==> src/rtl/alu_cmd_driver.sv <==
// ---------------------------------------------------------------------------
// alu_cmd_driver
//
// Initiator for the 4-bit ALU pin interface. Command words arrive on a
// valid/ready stream and are buffered in a small FIFO. One command at a time
// is driven onto the ALU pins. After SETTLE_CYCLES edges the ALU output is
// sampled and returned, with the opcode echoed, on a valid/ready response
// stream.
//
// Optional feature (macro ALU_DRV_CHECK_EN): compares the sampled result with
// the expected value carried in the command, flags mismatches in rsp_data[12],
// and maintains the sticky err flag and the saturating err_count. When the
// macro is undefined these outputs are constant 0.
//
// Parameters:
//   SETTLE_CYCLES  edges between driving the pins and sampling alu_uo (2..255)
//   CMD_DEPTH      command FIFO entries (power of 2, >= 2)
//
// Ports:
//   clk, rst        clock, asynchronous active-high reset
//   cmd_valid/ready command handshake; cmd_ready = !fifo_full
//   cmd_data[15:0]  {expected, opcode, B, A}
//   alu_ui[7:0]     {B, A} to ALU ui_in
//   alu_uio[7:0]    {4'b0, opcode} to ALU uio_in
//   alu_uo[7:0]     ALU uo_out: {Z, N, V, C, result}
//   rsp_valid/ready response handshake
//   rsp_data[12:0]  {mismatch, opcode, alu_uo}
//   busy            FSM not idle or FIFO not empty
//   err             sticky mismatch flag
//   err_count[7:0]  saturating mismatch count
// ---------------------------------------------------------------------------
module alu_cmd_driver #(
    parameter int SETTLE_CYCLES = 4,
    parameter int CMD_DEPTH     = 4
) (
    input  logic        clk,
    input  logic        rst,
    input  logic        cmd_valid,
    output logic        cmd_ready,
    input  logic [15:0] cmd_data,
    output logic [7:0]  alu_ui,
    output logic [7:0]  alu_uio,
    input  logic [7:0]  alu_uo,
    output logic        rsp_valid,
    input  logic        rsp_ready,
    output logic [12:0] rsp_data,
    output logic        busy,
    output logic        err,
    output logic [7:0]  err_count
);

    localparam int AW = $clog2(CMD_DEPTH);
    localparam int PW = AW + 1;
    localparam logic [7:0] CNT_LOAD = 8'(SETTLE_CYCLES - 1);

    typedef enum logic [1:0] {
        IDLE   = 2'd0,
        SETTLE = 2'd1,
        RESP   = 2'd2
    } state_t;

    state_t state, state_next;

`ifdef ALU_DRV_CHECK_EN
    function automatic logic cmp_mismatch(input logic [3:0] res,
                                          input logic [3:0] expv,
                                          input logic [3:0] op);
        // REG_WRITE results are not meaningful to compare.
        return (op != 4'h8) && (res != expv);
    endfunction

    function automatic logic [7:0] sat_inc8(input logic [7:0] v);
        return (v == 8'hFF) ? v : v + 8'd1;
    endfunction
`endif

    // Command FIFO: pointers carry one extra wrap bit to tell full from empty.
    logic [15:0]   mem [CMD_DEPTH];
    logic [PW-1:0] wr_ptr, rd_ptr;
    logic          full, empty, push, pop;
    logic [15:0]   head;

    assign full  = (wr_ptr[AW] != rd_ptr[AW]) &&
                   (wr_ptr[AW-1:0] == rd_ptr[AW-1:0]);
    assign empty = (wr_ptr == rd_ptr);
    assign head  = mem[rd_ptr[AW-1:0]];

    // Acceptance depends only on full, never on a same-edge pop.
    assign push  = cmd_valid && !full;

    logic issue, capture, release_rsp;

    always_ff @(posedge clk) begin
        if (push) begin
            mem[wr_ptr[AW-1:0]] <= cmd_data;
        end
    end

    always_ff @(posedge clk or posedge rst) begin
        if (rst) begin
            wr_ptr <= '0;
            rd_ptr <= '0;
        end else begin
            if (push) begin
                wr_ptr <= wr_ptr + 1'b1;
            end
            if (pop) begin
                rd_ptr <= rd_ptr + 1'b1;
            end
        end
    end

    // FSM state register
    always_ff @(posedge clk or posedge rst) begin
        if (rst) begin
            state <= IDLE;
        end else begin
            state <= state_next;
        end
    end

    logic [7:0] cnt;

    // FSM next-state and strobes
    always_comb begin
        state_next  = state;
        issue       = 1'b0;
        capture     = 1'b0;
        release_rsp = 1'b0;
        case (state)
            IDLE: begin
                if (!empty) begin
                    issue      = 1'b1;
                    state_next = SETTLE;
                end
            end
            SETTLE: begin
                if (cnt == 8'd0) begin
                    capture    = 1'b1;
                    state_next = RESP;
                end
            end
            RESP: begin
                if (rsp_ready) begin
                    release_rsp = 1'b1;
                    state_next  = IDLE;
                end
            end
            default: begin
                state_next = IDLE;
            end
        endcase
    end

    assign pop = issue;

    // Stage p0: issue -- pins driven from the popped word, settle count loaded
    logic [7:0] ui_p0, uio_p0;
`ifdef ALU_DRV_CHECK_EN
    logic [3:0] exp_p0;
`else
    logic       unused_head_hi;
    assign unused_head_hi = ^head[15:12];
`endif

    always_ff @(posedge clk or posedge rst) begin
        if (rst) begin
            ui_p0  <= '0;
            uio_p0 <= '0;
            cnt    <= '0;
`ifdef ALU_DRV_CHECK_EN
            exp_p0 <= '0;
`endif
        end else if (issue) begin
            ui_p0  <= head[7:0];
            uio_p0 <= {4'b0000, head[11:8]};
            cnt    <= CNT_LOAD;
`ifdef ALU_DRV_CHECK_EN
            exp_p0 <= head[15:12];
`endif
        end else if ((state == SETTLE) && (cnt != 8'd0)) begin
            cnt <= cnt - 8'd1;
        end
    end

    // Stage p1: capture -- sampled result, opcode echo and mismatch
    logic [12:0] rsp_p1;
    logic        vld_p1;
    logic        mis;

`ifdef ALU_DRV_CHECK_EN
    assign mis = cmp_mismatch(alu_uo[3:0], exp_p0, uio_p0[3:0]);
`else
    assign mis = 1'b0;
`endif

    always_ff @(posedge clk or posedge rst) begin
        if (rst) begin
            rsp_p1 <= '0;
            vld_p1 <= 1'b0;
        end else if (capture) begin
            rsp_p1 <= {mis, uio_p0[3:0], alu_uo};
            vld_p1 <= 1'b1;
        end else if (release_rsp) begin
            vld_p1 <= 1'b0;
        end
    end

`ifdef ALU_DRV_CHECK_EN
    always_ff @(posedge clk or posedge rst) begin
        if (rst) begin
            err       <= 1'b0;
            err_count <= '0;
        end else if (capture && mis) begin
            err       <= 1'b1;
            err_count <= sat_inc8(err_count);
        end
    end
`else
    assign err       = 1'b0;
    assign err_count = '0;
`endif

    assign cmd_ready = !full;
    assign alu_ui    = ui_p0;
    assign alu_uio   = uio_p0;
    assign rsp_valid = vld_p1;
    assign rsp_data  = rsp_p1;
    assign busy      = (state != IDLE) || !empty;

endmodule

==> config.mk <==
export PLATFORM = sky130hd
export DESIGN_NAME = alu_cmd_driver
export DESIGN_NICKNAME = d
export VERILOG_FILES = /design/src/rtl/alu_cmd_driver.sv
export SDC_FILE = /design/constraint.sdc
export NUM_CORES = 1
export LEC_CHECK = 0
export ABC_CLOCK_PERIOD_IN_PS = 3200
export CORE_UTILIZATION = 30
export CTS_BUF_LIST = sky130_fd_sc_hd__clkbuf_2
export CTS_CLUSTER_SIZE = 28
export DETAILED_ROUTE_END_ITERATION = 7
export SLEW_MARGIN = 20
export SYNTH_ARGS = -nofsm -noshare
export SYNTH_HDL_FRONTEND = slang
export SYNTH_SLANG_ARGS = --single-unit
==> constraint.sdc <==
create_clock -name clk -period 3.2 [get_ports clk]
set_clock_uncertainty 0.15 [all_clocks]
set_input_delay 0.32 -clock clk [delete_from_list [all_inputs] [get_ports clk]]
set_output_delay 0.32 -clock clk [all_outputs]
set_load 0.02 [all_outputs]
==> After elaboration in Yosys (flattened, before gate mapping) <==
Memory sizes are Yosys's and may differ from the RTL's. A register that Yosys moved wholly into a read port is not among the register bits.
Cells that the tools add are included.
{ "classes": {"multipliers": 0, "div": 0, "n_reduce_logical": 13, "muxes": 16, "n_lt_le_gt_ge": 0, "shift": 0, "n_addsub": 3, "n_eq_ne": 8, "bitwise_logic": 0} }
{ "op_table": {"columns": ["operator", "count"], "rows": [
  ["2-to-1 mux 8 bit", 2],
  ["2-to-1 mux 1 bit", 10],
  ["zero test 8 bit", 1],
  ["nonzero test 8 bit", 1],
  ["subtractor 8 x 1 -> 8 bit (second input constant)", 1],
  ["adder 3 x 1 -> 3 bit (second input constant)", 2],
  ["2-to-1 mux 2 bit", 3],
  ["!= test 2 bit (second input constant)", 3],
  ["one-hot mux 2 bit (3 select lines)", 1],
  ["nonzero test 2 bit", 3],
  ["equality test 3 bit", 1],
  ["logical AND 1 bit", 3],
  ["AND reduction 3 bit", 1],
  ["equality test 2 x 1 -> 1 bit (second input constant)", 1],
  ["equality test 2 bit", 1],
  ["equality test 2 bit (second input constant)", 1],
  ["zero test 1 bit", 2],
  ["zero test 2 bit", 1],
  ["logical OR 1 bit", 1],
  ["!= test 1 bit", 1]
]} }
{ "word_totals": {"ramBits": 64, "inputBits": 28, "elab_cells": 47, "output_inout_bits": 41, "mem_bits_ro": 0, "latchBits": 0, "memories": 1, "ff_bits": 29} }
{ "mem_list": {"columns": ["name", "depth", "word_bits", "rd", "rd_clocked_by_memory_dff", "wr", "line_no", "source"], "rows": [
  ["mem", 4, 16, 1, 1, 1, "78", "logic [15:0] mem [CMD_DEPTH];"]
]} }

==> Depth between registers and ports, before layout <==
{ "logic_depth": {"word_depth": 6, "mapped_depth": 6} }

==> Least setup slack after synthesis <==
OpenSTA, ideal clock, no wires.
{ "synth_path": {"kind": "register to register", "startpoint": "register cnt[0]", "endpoint": "register rsp_p1[0] (netlist: rsp_data[0])", "arrival_time_ps": 1772, "n_path_buf": 1, "path_slack_ps": 1154, "period_less_slack_ps": 2046, "path_stages_with_launch": 7, "path_cell_list": "dfrtp_1 -> inv_1 -> ha_1 -> nor3b_1 -> nand4b_1 -> buf_2 -> mux2_2"} }
{ "synth_between": {"elab_chain_len": 3} }
{ "synth_lines": {"columns": ["element", "line_no", "source"], "rows": [
  ["from (decl)", "122", "logic [7:0] cnt;"],
  ["from (signal assigned)", "182", "cnt <= cnt - 8'd1;"],
  ["zero test 8 bit", "138", "if (cnt == 8'd0) begin"],
  ["2-to-1 mux 1 bit", "138", null],
  ["2-to-1 mux 1 bit", "130", "case (state)"],
  ["to (signal assigned)", "202", "rsp_p1 <= {mis, uio_p0[3:0], alu_uo};"],
  ["to (decl)", "187", "logic [12:0] rsp_p1;"]
]} }
Every way passes these cells.
A chain may end at the register's enable or synchronous reset.

==> Worst setup path in the final report <==
{ "layout_path": {"startpoint": "register wr_ptr[2]", "endpoint": "output cmd_ready"} }
{ "layout_between": {"elab_chain_len": 3} }
{ "layout_lines": {"columns": ["element", "line_no", "source"], "rows": [
  ["from (decl)", "79", "logic [PW-1:0] wr_ptr, rd_ptr;"],
  ["from (signal assigned)", "105", "wr_ptr <= wr_ptr + 1'b1;"],
  ["!= test 1 bit", "83", "assign full = (wr_ptr[AW] != rd_ptr[AW]) &&"],
  ["logical AND 1 bit", "83", null],
  ["zero test 1 bit", "224", "assign cmd_ready = !full;"],
  ["to (decl)", "39", "output logic cmd_ready,"]
]} }
Every way passes these cells.

==> key figures <==
Clock network
  • Clk sink count: 89
  • Clk buf depth: 2
  • Clock Tree Root: clkbuf_2
  • Clk pin slew, worst setup/hold paths: 0.31 ns
  • TritonCTS Buffers: 9
  • CTS tree: done
  • Post-CTS setup buffer count: 0
  • Worst-Skew Late Latency: 0.57 ns
  • H-tree Lvls: 3

Synth
  • Top FF cell, synth: edfxtp_1
  • Post-Syn Area: 3660 sq um
  • Leading area contributor after synthesis: edfxtp_1
  • Syn Area/Cell: 16.8 sq um
  • Top-area cell type share of the netlist area: 39.4%
  • Top post-synthesis cells by count: 48 x edfxtp_1, 41 x dfrtp_1, 26 x mux2_2
  • Post-synth EDFFs: 48
  • Number of distinct library cells after synthesis: 35
  • Top-count cell post-synth: edfxtp_1
  • Post-Synthesis Cells: 218
  • Top post-synthesis cells by area: edfxtp_1 39%, dfrtp_1 28%, mux2_2 8.0%, mux4_2 7.4%, buf_4 2.9%
  • FFs w/ async S/R, synth: 46.1%
  • Flops & latches, synth: 89
  • Seq/Total Area, Yosys: 67.4%
  • Synthesis Warnings: 0

Floorplanning
  • Height of the chip: 112 um
  • Die width: 112 um
  • Initial core utilization: 31.4%
  • Die Area: 12,600 sq um
  • Number of I/O pins: 69
  • Core Region: 11,700 sq um
  • Row count: 39

Place
  • Placed cells: 412
  • Placer Congestion: 0.758
  • I/O Buffers: 50
  • DP Worst Slack: 0.971 ns
  • Post-DP HPWL: 4.33 mm

Setup path
  • CP Data Required Time: 2.73 ns
  • Worst R2R Setup Slack: 0.94 ns
  • Crit path kind: register to output pin
  • CP max FO: 6
  • WP data arrival: 2.27 ns
  • Worst setup EP type: output pin
  • Startpoint Class: register

Power and ir drop
  • Leakage: 1.70 nW
  • Pwr Density: 950 nW/um^2
  • Maximum VDD drop: 0.319 mV

Detailed routing
  • DR vias: 1,965
  • DRT Wirelength: 6.39 mm
  • Drt wl/cell: 14.9 um
  • Residual DRC: 0
  • Final ANT Viol Nets: 0
  • First-pass DRT Iterations: 4
  • DRT iter0 DRCs: 52
  • Vias/cell: 4.58

Global routing
  • Initial antenna violation count: 0
  • Total GRT Usage: 11.3%
  • First-pass GRT wire length: 10.8 mm
  • Total gr overflow: 0
  • Vias in the first global route: 2,106
  • Largest net degree at the start of global routing: 23

Timing
  • Slew margin rel.: 49.3%
  • Final Hold Viols: 0
  • Max Fclk: 0.365 GHz
  • Crit share post-route: 85.7%
  • Unrepaired setup endpoints after global routing: false
  • Final-report max-slew violation count: 0
  • Setup Viol. Count Final: 0
  • Worst Tran Pin Value: 0.755 ns
  • Setup ws final: 0.457 ns
  • Final min period: 2.74 ns
  • Setup TNS: 0 ns

Run
  • Max Cap Violations: 0

Layout
  • Synth-to-Final Area Change: 21.9%
  • Final #Nets: 316
  • ANT cells: 0
  • Share of cells above drive strength 1: 23.4%
  • Final Core Density: 38.2%
  • Non-filler cells, final: 429

Run status
  • Status: finished clean

Worst hold path
  • HP Class: input port to register
-- what timing repair did --
item,in CTS,in global routing
hold buffers,1,0
endpoints found under the setup margin,0,0
endpoints found under the hold margin,19,0
resized for setup,0,0
-- report_power, final --
group	total [W]	switching (W)	internal, W
Clock	0.000573	0.000435	0.000138
Sequential	0.00183	0.000215	0.00161
Combinational	0.00184	0.000901	0.000934
Total	0.00424	0.00155	0.00269
-- kinds of logic (layout without fill, tap and decap cells) --
kind of cell,count (synthesis),count (layout),synth area share (%)
DFF,89,89,67.4
muxes,38,38,15.4
and+or+nand+nor,32,32,5.34
buffers and inverters,27,82,4.38
AOI/OAI and AO/OA,14,14,2.56
xor gates and xnor gates,10,10,2.39
adders and majority gates,7,7,2.39
other,1,14,0.103
-- area by class of cell --
| type | instances | area (sq um) |
|---|---|---|
| clock inverter | 7 | 78.8 |
| timing repair buffer | 59 | 571 |
| inverter | 7 | 26.3 |
| tap | 143 | 179 |
| sequential | 89 | 2470 |
| fill | 1105 | 7200 |
| multi-input combinational | 115 | 1090 |
| clock buffer | 9 | 45.0 |
-- worst max-delay path: stages, from the launching register on --
cell,delay (ns)
dfrtp_1,0.46
xnor2_1,0.38
nand3b_1,0.26
clkdlybuf4s50_1,0.64
-- per-stage QoR --
stage          power (W)  hold WS, ns  cell area (sq um)
2_1_floorplan    0.00303        0.269               3710
3_3_place_gp     0.00368        0.327               4320
3_5_place_dp     0.00374        0.330               4320
4_1_cts          0.00432        0.131               4460
5_1_grt          0.00454        0.109               4460
6_report         0.00424        0.181               4460
-- flip-flops by register name, indices dropped and copies added (netlist names) --
register and cells:
rsp_data 12, state 2, alu_ui 8, cnt 8, rsp_valid 1, mem 48
wr_ptr 3, rd_ptr 3, alu_uio 4
-- final timing paths --
path                        startpoint           to  cells after the start
setup / recovery             wr_ptr[2]    cmd_ready                      3
hold / removal             cmd_data[0]    mem[2][0]                      1
setup reg to reg                cnt[0]  rsp_data[0]                      6
hold reg to reg              wr_ptr[2]    wr_ptr[2]                      1
max in group asynchronous          rst       cnt[3]                      4
min in group asynchronous          rst    wr_ptr[1]                      3
-- cells in the final DEF, fill, tap and decap left out, drive strengths merged, types with 3 or more instances in the layout --
master / n
mux2: 26
inv: 11
a21oi: 4
buf: 8
xnor2: 8
dfrtp: 41
ha: 7
o21ai: 4
and3: 4
conb: 14
nor2: 5
clkdlybuf4s50: 50
nand2: 6
clkinv: 3
mux4: 12
or3: 4
edfxtp: 48
clkbuf: 9
nand2b: 3
-- metal layers --
layer  part of all wire, %  up-vias  global-route usage, %  wire length [um]
li1                      -      910                      -                 -
met1                    43      979                   13.4              2730
met2                    51       66                   19.5              3260
met3                   4.5       10                   3.46               289
met4                   1.6        0                   4.00               104
met5                     0        -                      0                 0
Power figures use the tool's default switching activity.
